## src/rtl/cmov_copy.sv

```systemverilog
// Constant-time conditional copy: every word is read from both source buffers
// and one of them is written to the destination through a mask-based select.
module cmov_copy (
    input  logic        clk,
    input  logic        rst,
    input  logic        start,
    input  logic [9:0]  ilen,
    input  logic        sel,
    output logic [8:0]  rd_address,
    output logic        rd_base_sel,
    input  logic [63:0] din,
    output logic [8:0]  wr_address,
    output logic        wr_en,
    output logic [63:0] dout,
    output logic        done
);

    typedef enum logic [2:0] {
        IDLE = 3'd0,
        RDA  = 3'd1,
        RDB  = 3'd2,
        CAP  = 3'd3,
        WR   = 3'd4,
        DONE = 3'd5
    } state_t;

    state_t      state_reg, state_next;
    logic [9:0]  i_reg;
    logic [9:0]  ilen_reg;
    logic        sel_reg;
    logic [63:0] a_reg, b_reg;
    logic [8:0]  wr_address_reg;
    logic [63:0] dout_reg;

    logic        accept;
    logic [9:0]  ilen_sat;
    logic [9:0]  i_inc;
    logic [63:0] sel_mask;
    logic [63:0] wr_data;

    assign accept   = ((state_reg == IDLE) || (state_reg == DONE)) && start;
    assign ilen_sat = (ilen > 10'd512) ? 10'd512 : ilen;
    assign i_inc    = i_reg + 10'd1;

    // Branch-free select so the data path never depends on sel timing-wise.
    assign sel_mask = {64{sel_reg}};
    assign wr_data  = (sel_mask & a_reg) | (~sel_mask & b_reg);

    always_comb begin
        state_next = state_reg;
        case (state_reg)
            IDLE, DONE: begin
                if (start) begin
                    state_next = (ilen_sat == 10'd0) ? DONE : RDA;
                end
            end
            RDA:     state_next = RDB;
            RDB:     state_next = CAP;
            CAP:     state_next = WR;
            WR:      state_next = (i_inc == ilen_reg) ? DONE : RDA;
            default: state_next = IDLE;
        endcase
    end

    always_ff @(posedge clk) begin
        if (rst) begin
            state_reg      <= IDLE;
            i_reg          <= 10'd0;
            ilen_reg       <= 10'd0;
            sel_reg        <= 1'b0;
            a_reg          <= 64'd0;
            b_reg          <= 64'd0;
            wr_address_reg <= 9'd0;
            dout_reg       <= 64'd0;
        end else begin
            state_reg <= state_next;
            if (accept) begin
                ilen_reg <= ilen_sat;
                sel_reg  <= sel;
                i_reg    <= 10'd0;
            end
            if (state_reg == RDB) begin
                a_reg <= din;
            end
            if (state_reg == CAP) begin
                b_reg <= din;
            end
            // Capture the presented write so address/data hold outside WR.
            if (state_reg == WR) begin
                i_reg          <= i_inc;
                wr_address_reg <= i_reg[8:0];
                dout_reg       <= wr_data;
            end
        end
    end

    assign rd_address  = i_reg[8:0];
    assign rd_base_sel = (state_reg == RDB);
    assign wr_en       = (state_reg == WR);
    assign wr_address  = wr_en ? i_reg[8:0] : wr_address_reg;
    assign dout        = wr_en ? wr_data : dout_reg;
    assign done        = (state_reg == DONE);

endmodule

```

## config.mk

```make
export PLATFORM = sky130hd
export DESIGN_NAME = cmov_copy
export DESIGN_NICKNAME = d
export VERILOG_FILES = /design/src/rtl/cmov_copy.sv
export SDC_FILE = /design/constraint.sdc
export NUM_CORES = 1
export LEC_CHECK = 0
export BUFFER_PORTS_ARGS = -buffer_cell sky130_fd_sc_hd__buf_2
export CAP_MARGIN = 20
export CORE_ASPECT_RATIO = 0.75
export CORE_MARGIN = 1
export CORE_UTILIZATION = 40
export CTS_BUF_LIST = sky130_fd_sc_hd__clkbuf_8
export DETAILED_ROUTE_END_ITERATION = 16
export GPL_TIMING_DRIVEN = 0
export PLACE_DENSITY_LB_ADDON = 0.2
export SYNTH_ARGS = -nofsm -noshare
export SYNTH_HDL_FRONTEND = slang
export SYNTH_SLANG_ARGS = --single-unit
```

## constraint.sdc

```tcl
create_clock -name clk -period 4.3 [get_ports clk]
set_clock_uncertainty 0.15 [all_clocks]
set_input_delay 1.29 -clock clk [delete_from_list [all_inputs] [get_ports clk]]
set_output_delay 1.29 -clock clk [all_outputs]
set_load 0.02 [all_outputs]
```

; ---- Word level (Yosys, flattened, before mapping)
; Index checks and enable logic that the tools add are counted.
[totals]
register_bits = 225
wordCells = 36
[op_classes]
n_addsub = 1
n_lt_le_gt_ge = 1
eq_ne = 7
mux = 9
bitwise = 4
reduce_logical = 6
[op_table]
columns = op, n
row1 = 64-bit AND, 2
row2 = 64-bit 2-to-1 mux, 1
row3 = 64-bit inverter, 1
row4 = 64-bit OR, 1
row5 = 10-bit 2-to-1 mux, 3
row6 = 3-bit case mux with 5 select lines, 1
row7 = "10-bit by 1-bit adder with 10-bit output, second input constant", 1
row8 = 10-bit == test, 1
row9 = "10-bit > comparator, second input constant", 1
row10 = 10-bit logical NOT, 1
row11 = 3-bit 2-to-1 mux, 3
row12 = 9-bit 2-to-1 mux, 1
row13 = "3-bit by 2-bit == test with 1-bit output, second input constant", 2
row14 = "3-bit == test, second input constant", 2
row15 = "3-bit by 1-bit == test with 1-bit output, second input constant", 1
row16 = 3-bit logical NOT, 1
row17 = "2-bit inequality test, second input constant", 1
row18 = 2-bit nonzero test, 1
row19 = 2-bit OR reduction, 1
row20 = 1-bit logical AND, 1
row21 = 1-bit logical OR, 1

; ---- Longest topological paths before layout
; Gate-level depths: netlist of run 1.
[logic_depth]
depth_word = 6
ltp_mapped = 8
mapped_depth_nobuf = 6

; ---- Worst setup path after synthesis of run 1
; OpenSTA, ideal clock, no wires.
[synth_timing]
path_type = reg-to-output
from = register state_reg[2]
to = output port wr_address[0]
arrival_time_ns = 1.742
required_time_ns = 2.860
slack_ns = 1.118
path_stages_with_launch = 8
path_buffers = 3
cell_sequence = dfxtp_1 buf_4 or3b_1 buf_2 inv_1 buf_1 nand2_1 nand2_1
[synth_via]
elab_chain_len = 2
[synth_rtl]
columns = item, line_no
row1 = from (decl), 27  ; state_t state_reg, state_next;
row2 = from (signal assigned), 76  ; state_reg <= state_next;
row3 = 3-bit == test, 99  ; assign wr_en = (state_reg == WR);
row4 = named net wr_en, 13  ; output logic wr_en,
row5 = 9-bit 2-to-1 mux, n/a
row6 = to (decl), 12  ; output logic [8:0] wr_address,
; The timed path passes the listed nets, and every way through them passes these cells.

; ---- Final worst setup path of run 1
[layout_timing]
from = register state_reg[2]
to = output port dout[62]
[layout_via]
elab_chain_len = 2
[layout_rtl]
columns = item, line_no
row1 = 3-bit == test, 99
row2 = 64-bit 2-to-1 mux, n/a
row3 = to (decl), 14  ; output logic [63:0] dout,
; Every way passes these cells.

==> results of run 1 <==
cell usage after synthesis (5+ instances only):
library cell / instances / area [um2]
sky130_fd_sc_hd__buf_1: 10 / 37.5
sky130_fd_sc_hd__xor2_1: 6 / 52.6
sky130_fd_sc_hd__nor2_1: 15 / 56.3
sky130_fd_sc_hd__clkbuf_1: 72 / 270
sky130_fd_sc_hd__xnor2_1: 10 / 87.6
sky130_fd_sc_hd__mux2i_1: 65 / 651
sky130_fd_sc_hd__nand3b_1: 10 / 75.1
sky130_fd_sc_hd__nand2_1: 374 / 1400
sky130_fd_sc_hd__buf_4: 10 / 75.1
sky130_fd_sc_hd__nor2b_1: 65 / 407
sky130_fd_sc_hd__o21ai_0: 72 / 360
sky130_fd_sc_hd__a21oi_1: 160 / 801
sky130_fd_sc_hd__dfxtp_1: 225 / 4500
sky130_fd_sc_hd__nand3_1: 5 / 25.0
sky130_fd_sc_hd__nor3_1: 5 / 25.0
logic make-up (layout without fill, tap and decap cells):
group                      Yosys count  in the layout  synth area share
DFF                                225            225             0.497
adders and majority gates            1              1           0.00138
xor gates and xnor gates            16             16            0.0154
AOI/OAI and AO/OA                  242            242             0.137
and+or+nand+nor                    491            491             0.232
muxes                               65             65            0.0717
other                                0              2                 0
buffers and inverters               98            320            0.0458
layer usage:
metal | track usage | share of wire
met1 | 0.321 | 0.51
met2 | 0.325 | 0.42
met3 | 0.0433 | 0.056
met4 | 0.0599 | 0.017
met5 | 0 | 0
tightest hold or removal path, delay by kind of cell, from the launching register on:
family          cells  cell delay [ns]
flops               1             0.30
compound gates      1             0.05
simple gates        1             0.05
final timing paths:
kind	endpoint	start	slack, ns
max	dout[62]	state_reg[2]$_SDFFE_PP0P_	0.19
min	b_reg[8]$_SDFFE_PP0P_	b_reg[8]$_SDFFE_PP0P_	0.30
max reg2reg	i_reg[8]$_SDFFE_PP0P_	state_reg[2]$_SDFFE_PP0P_	1.90
min reg2reg	b_reg[8]$_SDFFE_PP0P_	b_reg[8]$_SDFFE_PP0P_	0.30
area by class of cell:
cell class                      count  area, um2  area share
Antenna cell                        2       5.00    0.000455
Buffer                             95        414      0.0376
Clock buffer                       51        702      0.0638
Clock inverter                     10       45.0     0.00409
Inverter                            3       11.3     0.00102
Multi-Input combinational cell    815       4150       0.377
Sequential cell                   225       4500       0.409
Tap cell                          294        368      0.0334
Timing Repair Buffer              161        806      0.0732
power by group:
group	leakage [nW]	internal (mW)	switching, mW
registers	1.82	2.16	0.0360
logic	2.00	0.142	0.281
clock network	0.411	1.05	0.845
repair_timing:
item / 4_1_cts / 5_1_grt
gates resized for setup: 2 / 12
cloned: 0 / 0
hold buffers: 0 / 0
setup endpoints to repair: 60 / 57
==> results.md, run 1 <==
Layout:
- Compared with the post-synthesis result, the final layout area differs by 21.3%.
- The library cell used most frequently in the layout, excluding fill and tap cells, is sky130_fd_sc_hd__nand2_1.
- In the final design database the tool counted 1417 nets.
- Excluding fillers, the count of instances in the completed layout stands at 1656.
- In the layout the commonest cells are 374 x sky130_fd_sc_hd__nand2_1, 225 x sky130_fd_sc_hd__dfxtp_1, 163 x sky130_fd_sc_hd__buf_2, 160 x sky130_fd_sc_hd__a21oi_1, 72 x sky130_fd_sc_hd__o21ai_0.
- The fraction of final layout cells sized beyond drive strength 1 is 0.177.
- After filler insertion, the fill cell instance count of the layout stands at 2271.
- Once layout is complete, the utilization of the core stands at 0.496.
- With fillers left out, the area of the finished cells amounts to roughly 11000 um2.

Timing:
- The setup violation total in the final timing report is 0.
- The final-report hold violation count came to 0.
- The final period utilization is 0.956.
- On the final layout, the worst hold slack is between 0.3 and 0.4 ns.
- The max-slew violation count came to 0.
- The worst pin sits at a relative slew slack of 0.354.
- For this run, the top clock speed supported by timing is ~240 MHz.
- The transition at the pin with the smallest max-transition slack is 0.969 ns.
- Setup repair after global routing left no endpoint under its margin.
- Adding up every negative setup slack in the final design gives 0 ns.
- The shortest clock period the worst path allows after layout is 4.11 ns.
- The post-layout worst setup margin is 0.188 ns.

Critical path:
- The arrival time reported for the critical path endpoint is ~2.7 ns.
- STA classifies the critical path startpoint as a register.
- Counting both buffers and inverters, the worst setup path holds a total of 5.
- The kind of end point of the critical path is an output pin.
- For the worst flop-to-flop path, the logic depth is 8.
- The standard cell with the maximum stage delay on the critical path is sky130_fd_sc_hd__clkbuf_2.
- The type of the setup path with the least slack is register to output pin.
- The longest individual stage delay on the worst path is 0.44 ns.
- The total number of cells along the worst setup path is 8.
- The kind of cell adding the most delay to the critical path is buffers and inverters.
- The required time of the worst setup path is approximately 2.9 ns.
- The top fanout value on the critical path is 11.
- The signal on the critical path passes through buf_4, or3b_1, buf_2, clkbuf_2, clkbuf_2, nand2_1, o21ai_0, buf_2.

Logic synthesis:
- For this run, the leading register cell type out of synthesis is sky130_fd_sc_hd__dfxtp_1.
- The mean instance size in the synthesized netlist is 7.97 um2.
- Summing every instance area after synthesis gives 9070 um2.
- The proportion of register bits with asynchronous set or reset after synthesis is 0.
- For this run, the register share of the synthesized area comes to 0.497.
- When the netlist entered floorplanning its net count stood at ~1200.
- The number of distinct library cell variants in the gate-level netlist after synthesis is 36.
- In this run, synthesis produced a sequential element count of 225.
- The number of warnings printed during yosys synthesis is 0.
- Yosys mapped a number of flops with a built-in enable equal to 0.
- The count of mapped cells out of synthesis is between 1000 and 1500.

Placement:
- In this run the tool buffered the top-level ports with 161 buffer cells.
- After detailed placement, the total cell area comes to 10200 um2.
- The post-placement setup slack is 0.251 ns.
- The number of placed instances, taps included is 1593.
- The final weighted congestion in routability-driven placement is 0.814.
- The sum of net half-perimeters after detailed placement is 17800 um.

Clock tree:
- The cell sitting at the root of the clock tree is a sky130_fd_sc_hd__clkbuf_8.
- The TritonCTS clock tree is yes.
- Clock tree synthesis inserted a total of 37 buffers.
- The clock passes through at most 3 buffers.
- After clock tree synthesis, the clock-pin slew on the worst setup and hold paths is 0.06 ns.
- The tree built by TritonCTS fans out to 225 sinks.
- The number of H-tree branching levels is 2.
- The number of setup buffers added after CTS is 0.
- The clock latency of the later-clocked register in the worst-skew pair is 0.52 ns.

Job:
- The number of violations of the max-capacitance limit is 0.

Floorplan:
- The core region area is between 20000 and 25000 um2.
- The floorplan has 47 rows.
- The die covers 23300 um2.
- In this run the count of I/O pins placed on the die edge is 163.
- The initial utilization of the core area, before any placement, comes to 0.409.
- From bottom edge to top edge, the die measures 132 um.
- The x dimension of the die is 176 um.

Routing:
- The post-detailed-route DRC marker count is 0.
- In this run, the number of DRC markers left after iteration 0 of detailed routing was 495.
- After detailed routing, the total wire length is 25600 um.
- The routed via count divided by cell count is 4.94.
- The wire length per cell after detailed routing is between 15 and 20 um.
- The detailed router placed 8187 vias in this run.
- The first detailed-routing pass took 5 iterations.
- In this run the remaining antenna-violating nets after routing total 0.

Power and ir drop:
- The total power after layout is 4.51 mW.
- The power per cell area is 410 nW/um2.
- The worst-case IR drop observed on VDD is 0.176 mV.
- The leakage power is ~4.2 nW.

Min path:
- The worst hold-check path type is register to register.
- Counting instances, the worst hold path has a depth of 2.

Global routing:
- Entering global routing, the biggest net connects 11 pins.
- The first global-routing pass estimated 40400 um of wire.
- The remaining global-route overflow is 0.
- The global router's overall resource usage is 0.219.
- The number of global-route vias before repair is 7623.
- The number of antenna violations at the first check in global routing is 1.

Run status:
- The run finished with clean final reports.
(Power assumes the default switching activity.)
==> run 2, diff against run 1 <==
==> constraint.sdc (replaced) <==
create_clock -name clk -period 5.2 [get_ports clk]
set_clock_uncertainty 0.15 [all_clocks]
set_input_delay 1.56 -clock clk [delete_from_list [all_inputs] [get_ports clk]]
set_output_delay 1.56 -clock clk [all_outputs]
set_load 0.02 [all_outputs]
==> results.md, run 2 (same netlist as run 1, synthesis figures left out) <==
Global routing:
- The number of antenna violations at the first check in global routing was 1.
- The remaining global-route overflow is 0.
- The largest net degree at the start of global routing is 11.
- Across every metal layer, demand over resource in global routing totals 0.219.
- The number of global-route vias before repair came to 7623.
- The wire length of the first global-routing pass is 40400 um.

Timing:
- The final period utilization is 0.929.
- For the pin with the worst max-slew slack, the measured transition is 0.974 ns.
- The shortest clock period the worst path allows after layout is 4.83 ns.
- Setup repair after global routing left no endpoint under its margin.
- The post-layout worst setup margin is 0.371 ns.
- In this run the tightest slew margin relative to its limit is 0.351.
- The final-report hold violation count is 0.
- The setup violation total in the final timing report is 0.
- The max-slew violation count was 0.
- The maximum achievable frequency is 207 MHz.
- Setup total negative slack on the finished layout was measured at 0 ns.

Floorplan:
- The y dimension of the die is 132 um.
- Measured along the x axis, the die boundary spans 176 um.
- The floorplan row count is 47.
- The effective utilization at floorplan is 0.409.
- The core region area is 22200 um2.
- In this run the count of I/O pins placed on the die edge is between 150 and 200.
- The die covers between 20000 and 25000 um2.

Clock tree:
- The number of buffers between clock root and the deepest sink is 3.
- The clock latency of the later-clocked register in the worst-skew pair is 0.52 ns.
- The number of buffers added to fix hold violations after cts is 0.
- The number of H-tree branching levels is 2.
- The number of instances resized during post-cts repair is 0.
- The TritonCTS clock tree is yes.
- The tree is rooted in a sky130_fd_sc_hd__clkbuf_8.
- The clock sink count is 225.
- TritonCTS created 37 clock buffers.
- Once the clock tree was built, the setup fixing pass inserted 0 buffers.
- The register clock-pin slew on the reported worst setup and hold paths is 0.06 ns.

Critical path:
- STA classifies the critical path startpoint as a register.
- By startpoint and endpoint, the worst setup path is classified as register to output pin.
- The minimum setup slack among reg-to-reg paths is 2.45 ns.
- The top fanout value on the critical path is 11.
- The longest individual stage delay on the worst path is about 0.70 ns.
- The most critical setup path has its endpoint at dout[58].
- Walking the worst path, the cells encountered are buf_4, or3b_1, buf_2, clkbuf_1, clkbuf_1, nand2_1, o21ai_0, buf_2.
- The total number of cells along the worst setup path is 8.
- Together, buffers and inverters on the worst path number 5.
- The number of cell instances on the worst register-to-register path is 8.
- The startpoint identified for the worst register-to-register timing path is state_reg[2]$_SDFFE_PP0P_.
- The largest individual stage delay along the critical path comes from the cell sky130_fd_sc_hd__clkbuf_1.
- Data arrives at the worst endpoint at 3.12 ns.
- STA classifies the critical path endpoint as an output pin.
- The endpoint of the most critical register-to-register path is dout_reg[58]$_SDFF_PP0_.
- The beginning of the critical path is state_reg[2]$_SDFFE_PP0P_.
- Grouping stages by cell kind, the critical path spends the most delay in buffers and inverters.
- At the worst endpoint, the required time is ~3.5 ns.

Power and ir drop:
- The worst-case vdd ir drop is 0.145 mV.
- Power spread over the standard cell area amounts to 340 nW/um2.
- The total power after layout is 3.73 mW.
- The leakage power is 4.21 nW.

Routing:
- After detailed routing, the total wire length is around 26000 um.
- The residual antenna-violating net count after detailed routing is 0.
- In the routed layout, each cell is associated on average with a via count of slightly below 5.
- For this run, design rule violations remaining after detail routing come to 0.
- The first detailed-routing pass ran for 5 iterations.
- After detailed routing, the average wire length per cell comes to 15.5 um.
- After the first detailed-routing iteration, the DRC count stood at 460.
- The total via count in the routed design is ~8000.

Min path:
- The worst hold-check path type is register to register.

Placement:
- Before CTS, the worst setup slack after placement is approximately 0.9 ns.
- At the end of routability-driven placement, the weighted congestion stood at approximately 0.81.
- The sum of net half-perimeters after detailed placement is 17800 um.
- The total cell area at the placement stage is 10200 um2.
- The number of port buffers is 161.

Layout:
- Once layout is done, the placed cells without fillers occupy 11000 um2.
- At the end of the flow, the number of nets in the layout was 1417.
- Once layout is complete, the utilization of the core stands at 0.496.
- Leaving out fill and tap cells, the most frequent cell in the layout is sky130_fd_sc_hd__nand2_1.
- The library cells used most frequently in the layout, excluding fill and tap cells, are 374 x sky130_fd_sc_hd__nand2_1, 225 x sky130_fd_sc_hd__dfxtp_1, 163 x sky130_fd_sc_hd__buf_2, 160 x sky130_fd_sc_hd__a21oi_1.
- The fraction of final layout cells sized beyond drive strength 1 is 0.171.
- From synthesis to final layout, the design area changed by 21.2%.

Job:
- The number of violations of the max-capacitance limit is 0.

Run status:
- The flow ran to the end, and the final reports show no timing, DRC or antenna violations.
==> run 2: worst min-delay path by stage <==
stage	start	to	slack (ns)	depth (start not counted)
floorplan	b_reg[0]$_SDFFE_PP0P_	b_reg[0]$_SDFFE_PP0P_	0.29	2
detailed placement	b_reg[37]$_SDFFE_PP0P_	b_reg[37]$_SDFFE_PP0P_	0.30	2
global placement	b_reg[63]$_SDFFE_PP0P_	b_reg[63]$_SDFFE_PP0P_	0.29	2
finish	b_reg[8]$_SDFFE_PP0P_	b_reg[8]$_SDFFE_PP0P_	0.30	2
CTS	b_reg[37]$_SDFFE_PP0P_	b_reg[37]$_SDFFE_PP0P_	0.30	2
global route	b_reg[12]$_SDFFE_PP0P_	b_reg[12]$_SDFFE_PP0P_	0.32	2
==> run 2: where the power goes <==
part	leakage (nW)	switching [mW]	internal [mW]	total (mW)
Sequential	1.82	0.0299	1.78	1.81
Combinational	1.98	0.233	0.117	0.350
Clock	0.411	0.706	0.865	1.57
Total	4.21	0.969	2.77	3.73
==> run 2: per-layer routing <==
metal | GRT usage | routed length, um | vias to the layer above
met3 | 0.0433 | 1470 | 38
li1 | - | - | 4120
met1 | 0.321 | 13000 | 3812
met2 | 0.325 | 10800 | 208
met5 | 0 | 0 | -
met4 | 0.0599 | 436 | 0
==> run 2: cell type report <==
class / count / area, um2
Fill cell: 2274 / 11200
Sequential cell: 225 / 4500
Multi-Input combinational cell: 815 / 4150
Timing Repair Buffer: 161 / 806
Clock buffer: 51 / 702
Buffer: 95 / 404
Tap cell: 294 / 368
Clock inverter: 10 / 45.0
Inverter: 3 / 11.3
Antenna cell: 2 / 5.00
==> run 2: tightest hold or removal path, stage by stage (launching register included) <==
cell and delay [ns]:
sky130_fd_sc_hd__dfxtp_1 0.30, sky130_fd_sc_hd__nand2_1 0.05, sky130_fd_sc_hd__a21oi_1 0.05
==> run 2: per-stage QoR <==
step	hold slack, ns	std cells
after floorplan	0.286	1138
after global placement	0.291	1593
after detailed placement	0.296	1593
after CTS	0.304	1654
after global routing	0.321	1654
final	0.301	1656
